File: config.mk
export PLATFORM = sky130hd
export DESIGN_NAME = add32
export DESIGN_NICKNAME = d
export VERILOG_FILES = /design/src/rtl/add32.sv
export SDC_FILE = /design/constraint.sdc
export NUM_CORES = 1
export LEC_CHECK = 0
export BUFFER_PORTS_ARGS = -buffer_cell sky130_fd_sc_hd__buf_2
export CORE_MARGIN = 10
export CORE_UTILIZATION = 23
export CTS_CLUSTER_SIZE = 24
export DETAILED_ROUTE_END_ITERATION = 8
export PLACE_DENSITY_LB_ADDON = 0.1
export SLEW_MARGIN = 20
export SYNTH_ARGS = -nofsm -noshare
export SYNTH_HDL_FRONTEND = slang
export SYNTH_SLANG_ARGS = --single-unit
File: constraint.sdc
create_clock -name clk -period 1.2 [get_ports clk]
set_input_delay 0.36 -clock clk [delete_from_list [all_inputs] [get_ports clk]]
set_output_delay 0.36 -clock clk [all_outputs]
set_load 0.01 [all_outputs]
File: src/rtl/add32.sv
// -----------------------------------------------------------------------------
// add32 -- registered two's-complement adder for the datapath arithmetic unit.
//
// Sums a and b modulo 2^WIDTH through eight cascaded 4-bit carry-lookahead
// groups and registers the result one clock after a valid input.
//
// Ports:
//    clk         rising-edge clock
//    rst_n       asynchronous active-low reset (deassertion synchronous)
//    a, b        operands (unsigned or two's-complement)
//    in_valid    operands valid this cycle
//    add_result  registered sum (a + b) mod 2^WIDTH
//    out_valid   add_result / flags hold a new sum this cycle
//    carry       unsigned carry-out of the MSB
//    overflow    signed overflow
//    zero        add_result == 0
//    negative    add_result MSB
//
// Build option:
//    ADD_FLAGS_EN  defined   -> carry/overflow/zero/negative are registered
//                  undefined -> flag ports present but tied to 0
//
// Only WIDTH = 32 is required; WIDTH must be a multiple of 4.
// -----------------------------------------------------------------------------
module add32 #(
   parameter int WIDTH = 32
) (
   input  logic             clk,
   input  logic             rst_n,
   input  logic [WIDTH-1:0] a,
   input  logic [WIDTH-1:0] b,
   input  logic             in_valid,
   output logic [WIDTH-1:0] add_result,
   output logic             out_valid,
   output logic             carry,
   output logic             overflow,
   output logic             zero,
   output logic             negative
);

   localparam int NGROUPS = WIDTH / 4;

   logic [WIDTH-1:0] g;     // bit generate
   logic [WIDTH-1:0] p;     // bit propagate
   logic [WIDTH:0]   c;     // carry into each bit, c[WIDTH] is carry-out
   logic [WIDTH-1:0] sum;

   assign g = a & b;
   assign p = a ^ b;

   // Lookahead inside each 4-bit group; group G/P ripple the carry on to the
   // next group. Built in one process so the carry vector is not a
   // self-referencing continuous assignment.
   always_comb begin : cla_chain
      logic [3:0] gg;
      logic [3:0] pp;
      logic       cin;
      logic       grp_g;
      logic       grp_p;
      // NOTE: every variable written here gets a value before any branch or
      // loop so no path leaves it unassigned, which would infer a latch.
      c     = '0;
      gg    = '0;
      pp    = '0;
      cin   = 1'b0;
      grp_g = 1'b0;
      grp_p = 1'b0;
      for (int k = 0; k < NGROUPS; k++) begin
         gg  = g[4*k +: 4];
         pp  = p[4*k +: 4];
         cin = c[4*k];
         c[4*k+1] = gg[0] | (pp[0] & cin);
         c[4*k+2] = gg[1] | (pp[1] & gg[0]) | (pp[1] & pp[0] & cin);
         c[4*k+3] = gg[2] | (pp[2] & gg[1]) | (pp[2] & pp[1] & gg[0])
                  | (pp[2] & pp[1] & pp[0] & cin);
         grp_g = gg[3] | (pp[3] & gg[2]) | (pp[3] & pp[2] & gg[1])
               | (pp[3] & pp[2] & pp[1] & gg[0]);
         grp_p = &pp;
         c[4*k+4] = grp_g | (grp_p & cin);
      end
   end

   assign sum = p ^ c[WIDTH-1:0];

   // Result register: holds its value while in_valid is low.
   always_ff @(posedge clk or negedge rst_n) begin
      if (!rst_n) begin
         add_result <= '0;
         out_valid  <= 1'b0;
      end else begin
         // NOTE: sequential state uses non-blocking assignments so every
         // register samples pre-edge values regardless of statement order.
         out_valid <= in_valid;
         if (in_valid) begin
            add_result <= sum;
         end
      end
   end

`ifdef ADD_FLAGS_EN
   logic flag_overflow_d;

   // Signed overflow: operands share a sign and the sum's sign differs.
   assign flag_overflow_d = (a[WIDTH-1] == b[WIDTH-1]) && (sum[WIDTH-1] != a[WIDTH-1]);

   always_ff @(posedge clk or negedge rst_n) begin
      if (!rst_n) begin
         carry    <= 1'b0;
         overflow <= 1'b0;
         zero     <= 1'b1;   // consistent with the reset result of 0
         negative <= 1'b0;
      end else if (in_valid) begin
         carry    <= c[WIDTH];
         overflow <= flag_overflow_d;
         zero     <= (sum == '0);
         negative <= sum[WIDTH-1];
      end
   end
`else
   // Carry-out is still produced by the chain but nothing consumes it.
   logic unused_carry_out;
   assign unused_carry_out = c[WIDTH];

   assign carry    = 1'b0;
   assign overflow = 1'b0;
   assign zero     = 1'b0;
   assign negative = 1'b0;
`endif

endmodule

==> flow_summary.json <==
{
  "status": "finished, violations left",
  "violations": "negative setup slack",
  "register_area_um2": 826,
  "synth-edff-count": 0,
  "overflow": 0,
  "slowest_stage": "fa_2",
  "die_w_um": 127,
  "dpl_cell_area_mm2": 0.00408,
  "nNetsFinal": 559,
  "drive_above_1_share_pct": 64.5,
  "rows": 38,
  "yosysWarnings": 0,
  "postLayoutCoreUtil_pct": 44.3,
  "cpLargestDelayFamily": "compound AO/OA/AOI/OAI gates",
  "critPathBufInv": 1,
  "layout_common_cells": "92 x buf_4, 81 x buf_2, 33 x dfrtp_1",
  "fin_crit_sh_pct": 206,
  "critPathMaxStageDelay_ns": 0.43,
  "top_usage_layer": "met2",
  "power-per-cell-area_mw_per_mm2": 1040,
  "hpwl_um": 7220,
  "initial_core_util_pct": 23.8,
  "design_area_mm2": 0.00487,
  "regToRegSetupSlack_ns": 0.29,
  "cts_root_buffer": "clkbuf_16",
  "antenna_found_initial": 0,
  "grt_max_degree": 34,
  "hold_viol_final": 0,
  "grt_usage_pct": 11.2,
  "setup_viol_count_final": 28,
  "syn_area_per_cell_um2": 10.4,
  "worstRegToRegCells": 2,
  "cts_tree": "done",
  "cts_hold_buf": 0,
  "final_common_cell": "buf_4",
  "io_buffer_count": 99,
  "cts_made_buffers": 5,
  "first_iter_violations": 127,
  "grt_util_met1_pct": 13.4,
  "cts-htree-levels": 2,
  "synth_compound_area_share_pct": 21.4,
  "met2_usage_pct": 19.2,
  "route.vias.total": 2694,
  "grtUsageMet3_pct": 3.12,
  "worst-setup-path-type": "in -> reg",
  "worst-path-stages": 9,
  "synth-xor-area-share_pct": 5.03,
  "synth_mux_area_share_pct": 6.04,
  "fin_skew_ns": 0,
  "async_flop_share_pct": 100,
  "multi_input_area_mm2": 0.00225,
  "ant_nets": 0,
  "clkTransAtPathRegs_ns": 0.05,
  "gp_congestion": 0.787,
  "p_leak_nw": 2.27,
  "drc": 0,
  "path_cells": "buf_6 > ha_4 > a21o_1 > a221o_1 > a22oi_4 > a211oi_4 > or3_4 > fa_2 > mux2_4",
  "insertion_delay_ns": 0.27,
  "reg2reg_to": "add_result[31]",
  "synth_ff_type": "dfrtp_1",
  "diodes": 0,
  "ys_seq_elements": 33,
  "grt_first_pass_wirelength_um": 14900,
  "hold_class": "in -> async",
  "drt-total-wl_um": 9190,
  "critPathArrivalTime_ns": 2.63,
  "netlist_area_mm2": 0.00261,
  "num-fill-cells": 1062,
  "grt_pass1_vias": 2975,
  "path_max_fanout": 4,
  "finalMaxSlewViolations": 0,
  "cts_sinks": 33,
  "fmax_ghz": 0.404,
  "die_h_um": 127,
  "die-area_mm2": 0.0160,
  "io_pins": 104,
  "synthCells": 251,
  "drt-pass1-iter-count": 4,
  "timing.final.ws_setup_ns": -1.28,
  "wl_per_cell_um": 15.5,
  "finalCriticalPeriod_ns": 2.48,
  "r2r-start": "add_result[31]",
  "ys_types": 59,
  "viasPerCell": 4.54,
  "required_ns": 1.36,
  "areaGrowthSynthToFinish_pct": 86.4,
  "synth_top_family_by_area": "compound AO/OA/AOI/OAI gates",
  "coreArea_mm2": 0.0110,
  "synthAdderAreaFrac_pct": 21.0,
  "cts_max_path_buffers": 2,
  "synthSimpleGateAreaFrac_pct": 11.7,
  "rsz0062_at_grt": "yes",
  "cap_violations": 0,
  "endpoint_kind": "register",
  "vdd_drop_max_v": 0.000442,
  "yosysSeqAreaShare_pct": 31.6,
  "start_kind": "primary input"
}
[cells in the mapped netlist (all sizes together), types with 2 or more instances]
cell / number / share of area, %
dfrtp: 33 / 32
ha: 31 / 15
a21oi: 20 / 4.0
mux2: 14 / 6.0
nand2: 13 / 1.9
xnor2: 13 / 4.4
a211oi: 11 / 3.7
nor2: 11 / 1.6
o21ai: 10 / 1.9
fa: 8 / 6.1
inv: 6 / 0.86
a21o: 5 / 1.4
buf: 5 / 1.3
clkbuf: 5 / 0.72
nand4: 5 / 1.2
and3: 4 / 1.0
o211ai: 4 / 1.3
nor3: 3 / 0.58
o2bb2ai: 3 / 1.0
or3: 3 / 0.77
or4: 3 / 1.0
a211o: 2 / 0.67
a31oi: 2 / 0.48
nand2b: 2 / 0.48
nand3: 2 / 0.38
nand3b: 2 / 0.58
nor2b: 2 / 0.48
nor4: 2 / 0.48
o2111ai: 2 / 0.67
o21a: 2 / 0.58
o21bai: 2 / 0.72
o31ai: 2 / 0.58
or2: 2 / 0.48
xor2: 2 / 0.67
[layer usage]
metal | wire length [um] | vias to the layer above | share of wire [%]
met5 | 0 | - | 0
met4 | 105 | 0 | 1.1
met3 | 557 | 6 | 6.1
met2 | 4520 | 60 | 49
met1 | 4000 | 1283 | 44
li1 | - | 1345 | -
[sequential cells by signal (all words and copies together) (netlist names)]
name,cells
out_valid,1
add_result,32
[power by group]
group / internal [mW] / leakage, nW / switching, mW
Clock: 0.772 / 0.0652 / 0.475
Sequential: 1.35 / 0.384 / 0.132
Combinational: 1.31 / 1.82 / 1.02
[worst register-to-register path, delay by kind of cell (launching register included)]
kind / cells / cell delay (ns)
compound gates: 2 / 0.41
flops: 1 / 0.37
[area by class of cell]
type | count | share of cell area [%]
sequential | 33 | 17.0
multi-input combinational | 204 | 46.2
tap | 140 | 3.60
clock buffer | 8 | 2.80
timing repair buffer | 202 | 29.9
inverter | 7 | 0.617
[kinds of logic after synthesis]
kind of cell,after synthesis
other,1
AND/OR/NAND/NOR,57
multiplexers,14
XOR/XNOR,15
AO/OA/AOI/OAI,75
adder cells (fa/ha/maj),39
buffers and inverters,17
flip-flops,33
[how the worst max path moves through the flow]
stage               startpoint              to
finish                    a[5]  add_result[28]
global route              a[1]  add_result[28]
CTS                       b[5]  add_result[28]
detailed placement        a[1]  add_result[28]
global placement          a[5]  add_result[28]
floorplan                 a[5]  add_result[28]
[timing repair]
item,in CTS,in global routing
gates cloned,0,0
resized for setup,50,30
pin swaps,25,36
hold endpoints to repair,0,0
endpoints found under the setup margin,28,32
buffers inserted,11,16
[metrics by stage]
step	total power [mW]	hold WS [ns]	instances	setup slack, ns	setup TNS [ns]
2_1_floorplan	2.49	0.0644	254	-1.35	-26.43
4_1_cts	5.00	0.0446	579	-1.21	-25.67
3_3_place_gp	3.43	0.345	563	-1.55	-34.73
5_1_grt	5.43	0.0407	594	-1.35	-29.49
6_report	5.06	0.0411	594	-1.28	-27.34
3_5_place_dp	3.45	0.344	563	-1.62	-35.65
No activity file was read; power rests on OpenSTA's default activity.
